[src/rtl/adder_pkg.sv]
// Shared types and helpers for the multi-input adder and its result buffer.
package adder_pkg;

  localparam int BITS = 16;

  typedef logic [15:0] fp16_t;

  // Width of an occupancy counter that must represent 0..depth inclusive.
  function automatic int cnt_w(input int depth);
    return $clog2(depth + 1);
  endfunction

endpackage

[src/rtl/adder_result_ram.sv]
// DEPTH x BITS storage array: one synchronous write port, one asynchronous read port.
module adder_result_ram
  import adder_pkg::*;
#(
  parameter int BITS  = adder_pkg::BITS,
  parameter int DEPTH = 8,
  localparam int AW   = $clog2(DEPTH)
) (
  input  logic            clk,
  input  logic            we,
  input  logic [AW-1:0]   waddr,
  input  logic [BITS-1:0] wdata,
  input  logic [AW-1:0]   raddr,
  output logic [BITS-1:0] rdata
);

  logic [BITS-1:0] mem [DEPTH];

  // Store the incoming word; entries are data only and carry no reset.
  always_ff @(posedge clk) begin
    if (we) begin
      mem[waddr] <= wdata;
    end
  end

  assign rdata = mem[raddr];

endmodule

[src/rtl/adder_result_fifo.sv]
// Show-ahead result FIFO behind the adder: absorbs an unthrottled result stream,
// hands words to a valid/ready consumer, reports occupancy and sticky overflow.
module adder_result_fifo
  import adder_pkg::*;
#(
  parameter int BITS        = adder_pkg::BITS,
  parameter int DEPTH       = 8,
  parameter int AFULL_LEVEL = 6,
  localparam int AW         = $clog2(DEPTH),
  localparam int CW         = cnt_w(DEPTH)
) (
  input  logic            clk,
  input  logic            resetn,
  input  logic            in_valid,
  input  logic [BITS-1:0] in_data,
  output logic            out_valid,
  input  logic            out_ready,
  output logic [BITS-1:0] out_data,
  output logic [CW-1:0]   count,
  output logic            almost_full,
  output logic            overflow,
  input  logic            clr_overflow
);

  logic [AW-1:0]   wr_ptr_q, wr_ptr_d;
  logic [AW-1:0]   rd_ptr_q, rd_ptr_d;
  logic [CW-1:0]   count_q, count_d;
  logic            overflow_q, overflow_d;
  logic            full, empty;
  logic            pop, push_acc, drop;
  logic [BITS-1:0] ram_rdata;

  assign empty = (count_q == '0);
  assign full  = (count_q == CW'(DEPTH));

  // Only a non-empty FIFO can pop, so out_ready is irrelevant while empty.
  assign pop      = !empty && out_ready;
  // A full FIFO still takes a word when the head leaves on the same edge.
  assign push_acc = in_valid && (!full || pop);
  assign drop     = in_valid && full && !pop;

  adder_result_ram #(
    .BITS  (BITS),
    .DEPTH (DEPTH)
  ) u_ram (
    .clk   (clk),
    .we    (push_acc),
    .waddr (wr_ptr_q),
    .wdata (in_data),
    .raddr (rd_ptr_q),
    .rdata (ram_rdata)
  );

  // Next-state for pointers, occupancy and the sticky overflow flag.
  always_comb begin
    wr_ptr_d   = wr_ptr_q;
    rd_ptr_d   = rd_ptr_q;
    count_d    = count_q + CW'(push_acc) - CW'(pop);
    overflow_d = overflow_q;
    if (push_acc) begin
      wr_ptr_d = wr_ptr_q + 1'b1;
    end
    if (pop) begin
      rd_ptr_d = rd_ptr_q + 1'b1;
    end
    // A drop on the same edge as a clear leaves the flag set.
    if (drop) begin
      overflow_d = 1'b1;
    end else if (clr_overflow) begin
      overflow_d = 1'b0;
    end
  end

  // Control state registers; asynchronous reset discards every stored entry.
  always_ff @(posedge clk or negedge resetn) begin
    if (!resetn) begin
      wr_ptr_q   <= '0;
      rd_ptr_q   <= '0;
      count_q    <= '0;
      overflow_q <= 1'b0;
    end else begin
      wr_ptr_q   <= wr_ptr_d;
      rd_ptr_q   <= rd_ptr_d;
      count_q    <= count_d;
      overflow_q <= overflow_d;
    end
  end

  // Outputs depend only on registered state; the head is masked to zero when empty.
  assign out_valid   = !empty;
  assign out_data    = empty ? '0 : ram_rdata;
  assign count       = count_q;
  assign almost_full = (count_q >= CW'(AFULL_LEVEL));
  assign overflow    = overflow_q;

endmodule

[config.mk]
export PLATFORM = sky130hd
export DESIGN_NAME = adder_result_fifo
export DESIGN_NICKNAME = d
export VERILOG_FILES = /design/src/rtl/adder_pkg.sv /design/src/rtl/adder_result_ram.sv /design/src/rtl/adder_result_fifo.sv
export SDC_FILE = /design/constraint.sdc
export NUM_CORES = 1
export LEC_CHECK = 0
export CORE_MARGIN = 10
export CORE_UTILIZATION = 49
export CTS_BUF_LIST = sky130_fd_sc_hd__clkbuf_4 sky130_fd_sc_hd__clkbuf_8 sky130_fd_sc_hd__clkbuf_16
export DETAILED_ROUTE_END_ITERATION = 16
export DONT_BUFFER_PORTS = 1
export GPL_TIMING_DRIVEN = 1
export PLACE_DENSITY = 0.64
export SYNTH_ARGS = -nofsm -noshare
export SYNTH_HDL_FRONTEND = slang
export SYNTH_HIERARCHICAL = 1
export SYNTH_SLANG_ARGS = --single-unit
[constraint.sdc]
create_clock -name clk -period 3.52 [get_ports clk]
set_clock_uncertainty 0.1 [all_clocks]
set_input_delay 0.352 -clock clk [delete_from_list [all_inputs] [get_ports clk]]
set_output_delay 0.352 -clock clk [all_outputs]
set_load 0.03 [all_outputs]
==> reports/metrics.cfg <==
[synth]
synth-warning-count = 6
ys_types = 31
syn-cell-area_mm2 = 0.005698
syn_nets = 299
synth_edf_count = 128
syn_inst = 269
async_reset_ff_share_pct = 7.914
ys_ff_latch = 139
avgSynthCellArea_um2 = 21.18
synth_ff_type = edfxtp_1
ys_seq_area_share_pct = 72.29

[floorplanning]
dieArea_mm2 = 0.01634
die_h_um = 127.8
row_count = 39
core_area_mm2 = 0.01142
pin_count = 44
fp.dieW_um = 127.8
start_util_pct = 49.90

[setup_path]
rr_worst_depth = 8
slowest_delay_ns = 0.55
cp_data_arrival_time_ns = 2.36
worstPathCellList = inv_1 -> ha_1 -> or3b_1 -> buf_4 -> and2_1
worst-setup-path-type = reg2out
rrSetupSlack_ns = 0.78
end_kind = primary output
r2r_start = count[3]
worst_ep_required_time_ns = 3.07
cp_num_buf_inv = 2
r2r_end = u_ram/mem[2][6]
crit_slowest_cell = dfrtp_1
critPathLaunchType = flop
path_max_fanout = 14
critical-path-top-delay-family = simple AND/OR/NAND/NOR gates

[layout]
multi_input_area_mm2 = 0.001478
final_cell_mix = edfxtp_1, mux4_1, dlygate4sd3_1, mux2_2, clkbuf_16
antenna_cells = 0
regArea_mm2 = 0.004120
drive_above_1_share_pct = 21.74
layout_commonest_cell = edfxtp_1
num-nets-final = 339
fill_cells = 848
area_delta_synth_final_pct = 17.52

[sta]
worstMarginPinSlew_ns = 0.9950
fin_crit_sh_pct = 79.87
fmax_mhz = 355.7
final_hold_viol_count = 0
fin_crit_ns = 2.812
slew_viol_final = 0
max_slew_margin_pct = 33.67
rsz0062_at_grt = false
setup_tns_ns = 0
setup_viol = 0

[placement]
place_congestion = 0.7189
dpl.hpwl_mm = 6.433
io_buffers = 0

[detailed_routing]
detail_route.wl_per_cell_um = 22.56
vias_per_cell = 5.585
totalWireLength_mm = 10.49
dr.pass1.iters = 4
drtIter0Drc = 154
vias = 2597
ant_nets = 0
drc_errors = 0

[cts]
cts-root-buf = clkbuf_16
clock_path_buffers = 2
cts_resized = 0
path_clk_slew_ns = 0.06
h-tree-depth = 4
clk_latency_ns = 0.40
cts-buffers-inserted = 17
cts_num_sinks = 139
tritoncts = built

[min_path]
hold_end = rd_ptr_q[0]
min_path_cells = 2
hold_path_startpoint = out_ready
hp-class = in2reg

[global_routing]
grtUsageMet1_pct = 17.17
use_met2_pct = 21.77
grt_pass1_wl_mm = 16.60
grt.overflow.total = 0
use_met3_pct = 4.467
antenna_found_initial = 0
globalRoute.busiestLayer = met2
grt_pass1_vias = 2779
grt_max_degree = 34
grt.total_usage_pct = 13.57

[power]
p_leak_nw = 2.349
p_per_area_mw_per_mm2 = 876.1
vdd_ir_drop_max_v = 0.0006016
finalPower_mw = 5.867

[job]
cap_viol_max_count = 0

[status]
status = finished, final reports clean

==> metal layers <==
| layer | share of wire, % | routed length, um |
|---|---|---|
| met1 | 43 | 4543 |
| met2 | 51 | 5373 |
| met3 | 5.1 | 535 |
| met4 | 0.34 | 36 |
| met5 | 0 | 0 |
==> registers in the layout (all words and copies together) (netlist names) <==
signal	flops
overflow	1
rd_ptr_q	3
u_ram/mem	128
count	4
wr_ptr_q	3
==> kinds of logic after synthesis <==
logic type      Yosys count  share of synthesized area, %
simple gates             37                         3.645
buf+inv                  21                         1.954
flops                   139                         72.29
fa+ha+maj                 9                         2.108
xor+xnor                  6                        0.9223
compound gates            7                         1.032
mux                      50                         18.05
==> cells in the mapped netlist (4+ instances only) <==
cell	count	share of area (%)
mux4_2	4	1.6
nor2_1	6	0.40
nand2_1	5	0.33
ha_1	8	1.8
mux4_1	28	13
dfrtp_1	11	4.8
buf_1	4	0.26
buf_6	4	0.79
mux2_2	17	3.4
inv_1	10	0.66
edfxtp_1	128	67
and2_1	16	1.8
xnor2_1	5	0.77
==> area by class of cell <==
cell class              count  share of cell area [%]
clock buffers              17                   6.353
clock inverters            15                   2.298
inverters                  10                  0.5605
multi-input cells         109                   22.07
flip-flops and latches    139                   61.53
well taps                 143                   2.672
repair buffers             32                   4.522
==> metrics by stage <==
step	util (%)	cell area, um^2	instances	hold slack [ns]	setup slack [ns]
detailed placement	51.82	5917	413	-0.04323	0.7883
global route	58.65	6696	465	0.01851	0.5611
floorplan	-	5698	269	-0.04359	0.5384
CTS	58.65	6696	465	0.003023	0.6458
finish	58.65	6696	465	0.02058	0.7085
global placement	51.82	5917	413	-0.04317	0.8487
==> worst max path at each step <==
stage,to,from,slack [ns],cells after the start
after floorplan,u_ram/mem[0][0],count[2],0.54,7
after global placement,u_ram/mem[2][6],count[2],0.85,8
after detailed placement,u_ram/mem[2][6],count[2],0.79,8
after CTS,out_data[3],count[2],0.65,5
after global routing,out_data[3],count[2],0.56,5
final,out_data[3],count[3],0.71,5
==> power breakdown <==
group / switching (mW) / internal, mW / total [mW]
registers: 0.229 / 2.10 / 2.33
logic: 1.05 / 0.768 / 1.82
clock network: 0.717 / 1.00 / 1.72
==> what timing repair did <==
item,in CTS,in global routing
hold endpoints to repair,142,0
setup buffers,0,0
hold buffers,20,0
Power figures use the tool's default switching activity.
==> RTL change 1, RTL diff (same settings) <==
Make the reset (`resetn`) synchronous in one clocked block. Comments in the files are not updated.
--- a/src/rtl/adder_result_fifo.sv
+++ b/src/rtl/adder_result_fifo.sv
@@ -74,3 +74,3 @@
   // Control state registers; asynchronous reset discards every stored entry.
-  always_ff @(posedge clk or negedge resetn) begin
+  always_ff @(posedge clk) begin
     if (!resetn) begin
Function: differs if resetn is asserted again (counterexample within 4 cycles, from zero or initial values and one cycle with resetn low); with resetn held inactive, the same outputs for 10 cycles.
==> RTL change 1 against the unedited design <==
- sequential cell count unchanged
- combinational power down 29%
- design area up 0.86%
- wire length up 4.3%
- count of clock-buffer cells in the layout up 1
- setup slack worse by 0.096 ns
- area after synthesis up 1.7%
- total power down 14%
- critical path type unchanged
- largest cell class unchanged
==> RTL change 1: results (changes against the unedited design) <==
FINISH
----------------------------------------------------------------------------------------
Share of final-layout standard cells stronger than drive strength 1 .......        0.210   -0.00762
Number of fill cells ......................................................          858   +1.2%
Final std cells w/o fill ..................................................          491   +5.6%

PLACE
----------------------------------------------------------------------------------------
Number of instances in the placed design ..................................          443   +7.3%
Half-perimeter wire length of the detailed placement result ...............      6.68 mm   +3.8%
Final GP Congestion .......................................................        0.736   +2.4%
Placed Instance Area ......................................................     6040 µm²   +2.0%

WORST SETUP PATH
----------------------------------------------------------------------------------------
Register-to-Register Setup Slack ..........................................      0.65 ns   -0.13 ns
Cell at the slowest stage of the critical path ............................ sky130_fd_sc_hd__dfxtp_2
Data arrival time at the worst-slack endpoint .............................      2.46 ns   +0.10 ns
Largest driver fanout on the critical path ................................           21   +7

ROUTE
----------------------------------------------------------------------------------------
DRC marker count from the first detailed-route iteration ..................          220   +43%
Vias ......................................................................         2789   +7.4%
Number of search-and-repair iterations in the first detailed-routing pass .            5   +1
Routed Wire Length ........................................................      10.9 mm   +4.3%

SYNTHESIS
----------------------------------------------------------------------------------------
Part of the Yosys area used for sequential elements .......................        0.701   -0.0217
Number of distinct library cells after synthesis ..........................           36   +16%
Fraction of registers with async set/reset ................................            0   -0.0791
Nets in the synthesized netlist ...........................................          326   +9.0%
Mean cell area of the mapped netlist ......................................     19.6 µm²   -7.6%

PWR
----------------------------------------------------------------------------------------
Static Leak ...............................................................   0.00227 µW   -3.4%
Internal power summed over all cells ......................................      3460 µW   -11%
Max IR drop VDD ...........................................................       470 µV   -22%

GLOBAL ROUTING
----------------------------------------------------------------------------------------
Largest net degree at the start of global routing .........................           24   -29%
Global-route wire length before repair ....................................      17.3 mm   +4.5%
Total global-route track usage ............................................        0.142   +0.00618
Number of global-route vias before repair .................................         2912   +4.8%

STATUS
----------------------------------------------------------------------------------------
Result of the run .........................................................    completed

CLOCK NETWORK
----------------------------------------------------------------------------------------
Insertion delay of the later-clocked pin in the worst-skew pair ...........      0.41 ns

TIMING
----------------------------------------------------------------------------------------
Slew at the pin closest to its max-slew limit .............................      1.05 ns   +0.0539 ns
Time the worst path needs with I/O delays and setup .......................      2.91 ns   +0.0961 ns

RTL change 1: final timing paths:
check                            startpoint  cells past startpoint          end
worst max-delay path            rd_ptr_q[0]                      4  out_data[3]
worst min-delay path               in_valid                      2  wr_ptr_q[1]
worst max register to register     count[2]                     10     count[2]
worst min register to register  wr_ptr_q[2]                      2  wr_ptr_q[2]
RTL change 1: logic make-up (layout without fill, tap and decap cells):
logic type,count (synthesis),count (layout),share of synthesized area
xor gates and xnor gates,1,1,0.00151
muxes,50,50,0.177
AOI/OAI and AO/OA,9,9,0.00993
and+or+nand+nor,67,67,0.0691
adders and majority gates,9,9,0.0207
DFF,139,139,0.701
buffers and inverters,21,73,0.0205
RTL change 1: metal layers:
metal  GRT usage  vias to the layer above  routed length [µm]
met5           0                        -                   0
met4      0.0522                        0                 110
met3      0.0522                       10                 803
met2       0.216                       82                5170
met1       0.184                     1401                4860
li1            -                     1296                   -
RTL change 1: critical path, delay by kind of cell, from the launching register on:
family,cells,cell delay [ns]
AND/OR/NAND/NOR,1,0.26
multiplexers,2,0.86
buffers and inverters,1,0.26
flip-flops,1,0.65
RTL change 1: power by group through the flow:
stage	Combinational [µW]	Sequential (µW)	Clock, µW
CTS	1330	2160	1630
detailed placement	1290	2190	0
global placement	1280	2180	0
finish	1300	2150	1600
floorplan	1110	2110	0
global route	1410	2170	1690
RTL change 1: area by class of cell:
type | instances | area (µm²) | share of cell area
tap | 143 | 179 | 0.0265
inverter | 8 | 30.0 | 0.00445
sequential | 139 | 4070 | 0.602
timing repair buffer | 35 | 320 | 0.0474
clock inverter | 12 | 104 | 0.0154
clock buffer | 18 | 433 | 0.0641
multi-input combinational | 136 | 1620 | 0.240
RTL change 1: through the flow:
step	utilization	hold slack [ns]
after floorplan	-	0.344
after global placement	0.524	0.351
after detailed placement	0.524	0.351
after CTS	0.586	0.00659
after global routing	0.586	0.0313
final	0.586	0.0280
RTL change 1: what timing repair did:
item | CTS | global route
hold buffers | 18 | 0
endpoints found under the setup margin | 0 | 0
hold endpoints to repair | 137 | 0
gates resized for setup | 0 | 0
==> RTL change 2, RTL diff (config.mk and constraints unchanged) <==
Made on the original files. The parameter `AFULL_LEVEL` goes from 6 to 3.
--- a/src/rtl/adder_result_fifo.sv
+++ b/src/rtl/adder_result_fifo.sv
@@ -7,3 +7,3 @@
   parameter int DEPTH       = 8,
-  parameter int AFULL_LEVEL = 6,
+  parameter int AFULL_LEVEL = 3,
   localparam int AW         = $clog2(DEPTH),
Formal check against the unedited RTL: not equivalent (Yosys sat finds a counterexample within 4 cycles, from zero or initial values and one cycle with resetn low).
==> RTL change 2 against the unedited design <==
- synthesized cell count down 0.74%
- wire length down 1.1%
- setup slack worse by 0.078 ns
- design area down 0.73%
- largest cell class unchanged
- via count up 0.19%
- sequential cell count unchanged
- non-clock buffer count up 4
- area after synthesis about the same
- die area about the same
- total power down 3.6%
==> RTL change 2: results (changes against the unedited design) <==
SYNTHESIS
-----------------------------------------------------------------------------------------------------
Post-synthesis mux area share ..........................................................        0.182   +0.00116
Ranking of synthesized cells by area ................................................... sky130_fd_sc_hd__edfxtp_1 67%, sky130_fd_sc_hd__mux4_1 13%, sky130_fd_sc_hd__dfrtp_1 4.8%
Post-synthesis share of cell area spent on full adders, half adders and majority gates .       0.0211   about the same
Number of distinct library cells after synthesis .......................................           29   -6.5%
XOR/XNOR share of the synthesized area .................................................      0.00921   about the same

FINISH
-----------------------------------------------------------------------------------------------------
Multi-input comb cells .................................................................          107   -1.8%
Relative area of clock buffers and inverters in the final design .......................       0.0751   -0.0114
Net count of the finished layout .......................................................          342   +0.88%
Count of non-CTS buffers in the layout .................................................           36   +13%
Share of final-layout standard cells stronger than drive strength 1 ....................        0.216   -0.00134
Sequential share of cell area ..........................................................        0.620   +0.00433
Number of fill cells ...................................................................          866   +2.1%

GLOBAL ROUTING
-----------------------------------------------------------------------------------------------------
Met2 usage .............................................................................        0.208   -0.00992
Largest net degree at the start of global routing ......................................           35   +2.9%
Global-route wire length before repair .................................................      16.2 mm   -2.4%
Met3 layer usage reported by global route ..............................................       0.0438   -0.000827
Total global-route track usage .........................................................        0.135   -0.00106
Number of global-route vias before repair ..............................................         2719   -2.2%
Global Route met1 Usage ................................................................        0.168   -0.00350

PLACE
-----------------------------------------------------------------------------------------------------
Final GP Congestion ....................................................................        0.703   -2.2%

STATUS
-----------------------------------------------------------------------------------------------------
Result of the run ......................................................................    completed

WORST SETUP PATH
-----------------------------------------------------------------------------------------------------
Reg2reg end ............................................................................     count[2]
Endpoint of the worst setup timing path ................................................  out_data[4]
Number of cells on the worst reg-to-reg path ...........................................           10   +2
Cell at the slowest stage of the critical path ......................................... sky130_fd_sc_hd__mux4_1
Largest stage delay on the critical path ...............................................      0.64 ns   +0.09 ns
Register-to-Register Setup Slack .......................................................      0.90 ns   +0.12 ns
Kind of cell with the highest combined delay on the critical path ...................... multiplexers
Data arrival time at the worst-slack endpoint ..........................................      2.44 ns   +0.08 ns

ROUTE
-----------------------------------------------------------------------------------------------------
DRC marker count from the first detailed-route iteration ...............................          198   +29%
Vias/cell ..............................................................................         5.57   -0.24%

HOLD PATH
-----------------------------------------------------------------------------------------------------
Hold_sp ................................................................................     in_valid

PWR
-----------------------------------------------------------------------------------------------------
Max IR drop VDD ........................................................................       490 µV   -18%
Static Leak ............................................................................   0.00235 µW   +0.15%

TIMING
-----------------------------------------------------------------------------------------------------
Slew at the pin closest to its max-slew limit ..........................................     0.972 ns   -0.0229 ns

## RTL change 2: changes by cell type in the layout (fill, tap and decap cells not counted), moves of 3 or more
cell	delta
sky130_fd_sc_hd__and2_1	-16
sky130_fd_sc_hd__and2b_1	+4
sky130_fd_sc_hd__buf_4	+5
sky130_fd_sc_hd__clkinv_1	+5
sky130_fd_sc_hd__clkinv_2	+4
sky130_fd_sc_hd__inv_6	-7
sky130_fd_sc_hd__inv_8	-3
sky130_fd_sc_hd__nor2b_1	+12
## RTL change 2: per-layer routing
layer,up-vias,part of all wire
li1,1178,-
met1,1345,0.44
met2,63,0.50
met3,16,0.043
met4,0,0.019
met5,-,0
## RTL change 2: stage by stage
stage                     cells  total power (µW)   util  worst slack [ns]  area [µm²]
final                       467              5660  0.582             0.630        6650
after global routing        467              5960  0.582             0.533        6650
after CTS                   467              5750  0.582             0.566        6650
after detailed placement    416              4210  0.521             0.880        5950
after global placement      416              4170  0.521             0.915        5950
after floorplan             267              3820      -             0.486        5700
